**src/rtl/riscv_constants.sv**
```systemverilog
// rtl/riscv_constants.sv - shared RV32 enums: operand-1 select and control-sequencer state
package riscv_constants;

  // Operand-1 mux select: register rs1, program counter, or constant zero
  typedef enum logic [1:0] {
    OP1_RS1  = 2'd0,
    OP1_PC   = 2'd1,
    OP1_ZERO = 2'd2
  } OP1_SEL;

  // Multi-cycle control sequencer states
  typedef enum logic [2:0] {
    ST_RST    = 3'd0,
    ST_FETCH  = 3'd1,
    ST_DECODE = 3'd2,
    ST_EXEC   = 3'd3,
    ST_MEM    = 3'd4,
    ST_WB     = 3'd5,
    ST_TRAP   = 3'd6
  } CTRL_STATE;

endpackage

```
**src/rtl/riscv_seq_ctrl.sv**
```systemverilog
// rtl/riscv_seq_ctrl.sv - multi-cycle fetch/decode/execute/memory/writeback sequencer with retire counter
module riscv_seq_ctrl
  import riscv_constants::*;
#(
  parameter int WORD_LENGTH = 32
) (
  input  logic                   clk,
  input  logic                   rst_n,
  input  logic                   halt,
  output logic                   imem_req,
  input  logic                   imem_ack,
  output logic                   dmem_req,
  output logic                   dmem_we,
  input  logic                   dmem_ack,
  input  OP1_SEL                 dec_op1_sel,
  input  logic                   dec_mem_rd,
  input  logic                   dec_mem_wr,
  input  logic                   dec_wb_en,
  input  logic                   dec_illegal,
  output OP1_SEL                 op1_sel,
  output logic                   ir_we,
  output logic                   pc_we,
  output logic                   alu_we,
  output logic                   rf_we,
  output logic                   trap,
  output logic [WORD_LENGTH-1:0] retire_cnt,
  output CTRL_STATE              state
);

  // Asserted in the cycle an instruction completes; the counter bumps on the following edge
  logic retire;

  // Strobes and operand select decoded from the current state and handshake inputs
  always_comb begin
    op1_sel  = OP1_PC;
    imem_req = 1'b0;
    dmem_req = 1'b0;
    dmem_we  = 1'b0;
    ir_we    = 1'b0;
    pc_we    = 1'b0;
    alu_we   = 1'b0;
    rf_we    = 1'b0;
    trap     = 1'b0;
    retire   = 1'b0;
    case (state)
      ST_FETCH: begin
        // ALU computes PC+4 here, so PC and IR load together on the ack
        imem_req = !halt;
        if (!halt && imem_ack) begin
          ir_we = 1'b1;
          pc_we = 1'b1;
        end
      end
      ST_DECODE: begin
        op1_sel = OP1_RS1;
      end
      ST_EXEC: begin
        op1_sel = dec_op1_sel;
        alu_we  = 1'b1;
      end
      ST_MEM: begin
        // A store wins when the decoder flags both load and store
        op1_sel  = OP1_RS1;
        dmem_req = 1'b1;
        dmem_we  = dec_mem_wr;
        retire   = dmem_ack && dec_mem_wr;
      end
      ST_WB: begin
        op1_sel = OP1_RS1;
        rf_we   = dec_wb_en;
        retire  = 1'b1;
      end
      ST_TRAP: begin
        trap = 1'b1;
      end
      default: begin
        op1_sel = OP1_PC;
      end
    endcase
  end

  // State register and transitions; reset forces RST even mid-instruction
  always_ff @(posedge clk) begin
    if (!rst_n) begin
      state <= ST_RST;
    end else begin
      case (state)
        ST_RST:    state <= ST_FETCH;
        ST_FETCH:  if (ir_we) state <= ST_DECODE;
        ST_DECODE: state <= dec_illegal ? ST_TRAP : ST_EXEC;
        ST_EXEC:   state <= (dec_mem_rd || dec_mem_wr) ? ST_MEM : ST_WB;
        ST_MEM:    if (dmem_ack) state <= dec_mem_wr ? ST_FETCH : ST_WB;
        ST_WB:     state <= ST_FETCH;
        ST_TRAP:   state <= ST_FETCH;
        default:   state <= ST_RST;
      endcase
    end
  end

  // Retired-instruction counter; wraps naturally at full width, traps never count
  always_ff @(posedge clk) begin
    if (!rst_n) begin
      retire_cnt <= '0;
    end else if (retire) begin
      retire_cnt <= retire_cnt + 1'b1;
    end
  end

endmodule

```
**config.mk**
```make
export PLATFORM = sky130hd
export DESIGN_NAME = riscv_seq_ctrl
export DESIGN_NICKNAME = d
export VERILOG_FILES = /design/src/rtl/riscv_constants.sv /design/src/rtl/riscv_seq_ctrl.sv
export SDC_FILE = /design/constraint.sdc
export NUM_CORES = 1
export LEC_CHECK = 0
export ABC_AREA = 1
export ABC_CLOCK_PERIOD_IN_PS = 1400
export CAP_MARGIN = 10
export CORE_ASPECT_RATIO = 0.9
export CORE_MARGIN = 5
export CORE_UTILIZATION = 43
export DETAILED_ROUTE_END_ITERATION = 16
export GPL_ROUTABILITY_DRIVEN = 0
export PLACE_DENSITY = 0.73
export SYNTH_ARGS = -nofsm -noshare
export SYNTH_HDL_FRONTEND = slang
export SYNTH_SLANG_ARGS = --single-unit
```
**constraint.sdc**
```tcl
create_clock -name clk -period 1.4 [get_ports clk]
set_input_delay 0.14 -clock clk [delete_from_list [all_inputs] [get_ports clk]]
set_output_delay 0.14 -clock clk [all_outputs]
set_load 0.01 [all_outputs]
```
# Yosys cells after proc, flatten, opt, wreduce, memory -nomap -nowiden
# Cells that the tools add are included.
[classes] n_addsub=1 mul=0 div_mod_pow=0 magnitude_cmp=0 n_eq_ne=8 shift=0 mux=16 bitwise_logic=0 n_reduce_logical=8
[op_table] cell="$add A32 B1 Y32 const B" n=1
[op_table] cell="$pmux W3 S5" n=1
[op_table] cell="$mux W3" n=4
[op_table] cell="$eq A3 B3 Y1 const B" n=3
[op_table] cell="$mux W1" n=9
[op_table] cell="$eq A3 B2 Y1 const B" n=2
[op_table] cell="$reduce_or A3 Y1" n=2
[op_table] cell="$ne A2 B2 Y1 const B" n=2
[op_table] cell="$pmux W2 S2" n=1
[op_table] cell="$eq A3 B1 Y1 const B" n=1
[op_table] cell="$logic_not A3 Y1" n=1
[op_table] cell="$logic_and A1 B1 Y1" n=2
[op_table] cell="$pmux W1 S2" n=1
[op_table] cell="$reduce_and A2 Y1" n=1
[op_table] cell="$logic_not A1 Y1" n=1
[op_table] cell="$logic_or A1 B1 Y1" n=1
[totals] reg_bits=35 latch_bits=0 ram_bits=0 romBits=0 input_bits=11 output_inout_bits=45 memories=0

# Depth between registers and ports, before layout
[depth] depth_word=6 ltp_mapped=10

# Worst setup path after synthesis
# No wires, ideal clock.
[synth_timing] path_kind="register to register" from="register retire_cnt[0]" to="register retire_cnt[10]" t_arrival_ps=1394 path_slack_ps=-111 path_stages_with_launch=9 synth_period_minus_slack_ps=1511 cell_sequence="dfxtp_1 > ha_1 > inv_1 > nor2_2 > nand2_1 > nor2_4 > nand2_1 > o21ai_0 > nor2_1"
[synth_via] elab_chain_len=1
[synth_rtl] element="start, declared" line_no="riscv_seq_ctrl.sv:26" source="output logic [WORD_LENGTH-1:0] retire_cnt,"
[synth_rtl] element="start signal, assigned" line_no="riscv_seq_ctrl.sv:105" source="retire_cnt <= retire_cnt + 1'b1;"
[synth_rtl] element="$add A32 B1 Y32" line_no="riscv_seq_ctrl.sv:105"
# Every way passes these cells.
# A chain may end at the register's enable or synchronous reset.

# Final worst setup path
[layout_timing] from="register state[0]" to="register retire_cnt[29]"
[layout_via] elab_chain_len=2 elab_cells_between_ends=3 cone_classes="eq/ne (2); mux (1)"
[layout_rtl] element="start, declared" line_no="riscv_seq_ctrl.sv:27" source="output CTRL_STATE state"
[layout_rtl] element="start signal, assigned" line_no="riscv_seq_ctrl.sv:90" source="ST_DECODE: state <= dec_illegal ? ST_TRAP : ST_EXEC;"
[layout_rtl] element="start signal, assigned" line_no="riscv_seq_ctrl.sv:91" source="ST_EXEC: state <= (dec_mem_rd || dec_mem_wr) ? ST_MEM : ST_WB;"
[layout_rtl] element="start signal, assigned" line_no="riscv_seq_ctrl.sv:92" source="ST_MEM: if (dmem_ack) state <= dec_mem_wr ? ST_FETCH : ST_WB;"
[layout_rtl] element="$eq A3 B3 Y1" line_no="riscv_seq_ctrl.sv:45" source="case (state)"
[layout_rtl] element="$pmux W1 S2 *" line_no="riscv_seq_ctrl.sv:45"
# Every way passes the cells marked *; elsewhere a longest branch is shown, timed or not.

==> flow_metrics.py <==
metrics = {
    "power": {
        "p_leak_nw": 1.80,
        "finalPower_w": 0.00309,
        "ir_worst_vdd_uv": 700,
        "powerDensity_mw_per_mm2": 876,
    },
    "yosys": {
        "postSynthCellCount": 336,
        "avgSynthCellArea_um2": 6.10,
        "synth-seq-area-share": 0.342,
        "synth_nets": 348,
        "synth.distinct_cells": 25,
        "ys.flop_type": "dfxtp_1",
        "async_reset_ff_frac": 0,
        "synth_edf_count": 0,
        "ys_ff_latch": 35,
        "ys_warn_count": 0,
        "netlist_area_mm2": 0.00205,
    },
    "clocking": {
        "cts.path.max_buffers": 2,
        "h-tree-depth": 2,
        "cts_tree": "yes",
        "cts_root_buffer": "clkbuf_8",
        "cts_sinks": 35,
        "cts.clk_slew.worst_paths_ps": 70,
        "cts_made_buffers": 5,
        "worstSkewPairLatency_ps": 300,
    },
    "timing": {
        "hold_viol": 0,
        "hold_ws_ps": 535,
        "max_slew_margin": 0.774,
        "setup_viol": 25,
        "fin_crit_ps": 1530,
        "grt_setup_unrepaired": "true",
        "tightest_slew_ps": 338,
        "finalMaxSlewViolations": 0,
        "fin_ws_ps": -125,
        "fin_skew_ps": 5.63,
        "setup_tns_ps": -1280,
        "fmax_mhz": 656,
        "fin_crit_sh": 1.09,
    },
    "global_routing": {
        "grt_pass1_vias": 2282,
        "grt_overflow": 0,
        "grt_max_degree": 23,
        "grtUsageTotal": 0.201,
        "grt_first_pass_wirelength_um": 9760,
        "antenna_found_initial": 0,
    },
    "critical_path": {
        "startpoint_type": "flip-flop",
        "worstSetupPathType": "reg2reg",
        "worstPathRequired_ps": 1640,
        "timing.rr.end": "retire_cnt[29]",
        "r2r_slack_ps": -130,
        "crit_fanout": 7,
        "worst-path-buf-inv": 4,
        "cp.arrival_ps": 1770,
        "r2r_cells": 9,
        "crit_family": "buffers and inverters",
        "cp_slowest_cell": "dfxtp_2",
        "r2r-start": "state[0]",
        "timing.critical_path.slowest_cell_delay_ps": 340,
        "path_cells": "buf_6, inv_8, a21oi_4, buf_6, buf_12, nand4_1, nand2_1, nand2_1, nor2_1",
        "cp-end-kind": "flip-flop",
    },
    "route": {
        "vias": 2631,
        "drc": 0,
        "firstDrtPassIters": 6,
        "dr.first_iter.drc_count": 210,
        "wire_per_inst_um": 13.8,
        "viasPerCell": 5.15,
        "ant_nets": 0,
        "totalWireLength_um": 7030,
    },
    "die": {
        "chipWidth_um": 82.8,
        "initial_utilization": 0.451,
        "ioPinCount": 56,
        "core_area_mm2": 0.00455,
        "die_height_um": 75.5,
        "die-area_mm2": 0.00625,
        "fp-row-count": 23,
    },
    "placed_design": {
        "place.detailed.hpwl_um": 4420,
        "placedCellCount": 483,
        "port_buffers": 55,
    },
    "status": {
        "violations": "setup timing",
        "status": "finished with violations",
    },
    "layout": {
        "drive_gt1_frac": 0.367,
        "diodes": 0,
        "n_fill_cell": 333,
        "layout.nets": 460,
        "instances_no_fill": 511,
        "final_util": 0.776,
        "syn2layout_area_growth_pct": 72.0,
    },
    "hold_path": {
        "hp-start": "retire_cnt[12]",
        "hp-class": "reg2reg",
        "whs_endpoint": "retire_cnt[12]",
        "hold_depth": 2,
    },
    "run": {
        "maxCapViolCount": 0,
    },
}
-- synthesized netlist by cell type (2+ instances only) --
library cell | instances | area share
nor3_1 | 7 | 0.017
nor2_1 | 68 | 0.12
nor2_2 | 3 | 0.0092
nor2_4 | 3 | 0.016
dfxtp_1 | 35 | 0.34
nand2_1 | 94 | 0.17
nor3b_1 | 3 | 0.011
a31oi_1 | 3 | 0.0092
inv_2 | 3 | 0.0055
buf_6 | 2 | 0.011
nand4_1 | 11 | 0.034
buf_4 | 3 | 0.011
inv_1 | 44 | 0.081
o21ai_0 | 9 | 0.022
nand2_2 | 2 | 0.0061
nand3_1 | 20 | 0.049
a21oi_1 | 18 | 0.044
-- cells by family after synthesis --
| kind of cell | Yosys count | synth area share |
|---|---|---|
| flops | 35 | 0.342 |
| simple gates | 213 | 0.445 |
| fa+ha+maj | 1 | 0.00610 |
| buf+inv | 54 | 0.117 |
| compound gates | 33 | 0.0903 |
-- cell usage in the layout, fill, tap and decap left out, drive strengths merged --
master	instances
dlymetal6s2s	14
dfxtp	35
nand2	96
dlygate4sd2	16
o211ai	1
ha	1
nor3	7
buf	63
a21oi	19
clkbuf	12
nor2	74
nor3b	3
nand3	20
nand3b	1
nand4	11
and3	1
o21ai	9
clkdlybuf4s50	15
a211oi	1
inv	47
a31oi	3
-- per-stage QoR --
step	setup WS (ps)	cell area, um^2
3_5_place_dp	-208	2930
5_1_grt	-212	3530
4_1_cts	0.821	3040
3_3_place_gp	-164	2930
6_report	-125	3530
2_1_floorplan	26.9	2060
-- cell type report --
class	count	area, um^2	share of cell area
multi-input combinational	247	1380	0.390
timing repair buffer	112	1050	0.298
sequential	35	733	0.208
inverter	47	189	0.0536
clock buffer	8	100	0.0284
tap	62	77.6	0.0220
-- registers in the layout, summed over array words and instances (netlist names) --
name / cells
retire_cnt: 32
state: 3
-- worst min-delay path: cells and delay by family, from the launching register on --
family,cells,cell delay [ps]
compound gates,1,50
flops,1,370
simple gates,1,90
-- layer usage --
layer  wire length [um]  GRT usage  up-vias
met2               3480      0.329      110
met3                520     0.0473       21
met5                  0          0        -
met4                126     0.0799        0
li1                   -          -     1289
met1               2900      0.257     1211
-- report_power, final --
group | internal [W] | total [W] | switching (W)
clock | 0.000449 | 0.000838 | 0.000388
sequential | 0.00105 | 0.00109 | 0.0000458
combinational | 0.000594 | 0.00116 | 0.000564
total | 0.00209 | 0.00309 | 0.000998
-- timing repair --
action / 4_1_cts / 5_1_grt
hold buffers: 0 / 0
cloned: 0 / 3
endpoints found under the setup margin: 45 / 55
buffers inserted: 1 / 16
gates resized for setup: 72 / 114
pin swaps: 6 / 33
-- worst max path at each step --
stage / from / endpoint / slack [ps] / cells after the start
4_1_cts: retire_cnt[11] / retire_cnt[11] / 0.8 / 1
3_5_place_dp: imem_ack / ir_we / -210 / 4
6_report: state[0] / retire_cnt[29] / -130 / 9
2_1_floorplan: state[0] / pc_we / 30 / 5
5_1_grt: state[0] / retire_cnt[29] / -210 / 9
3_3_place_gp: imem_ack / ir_we / -160 / 4
Power figures use the tool's default switching activity.
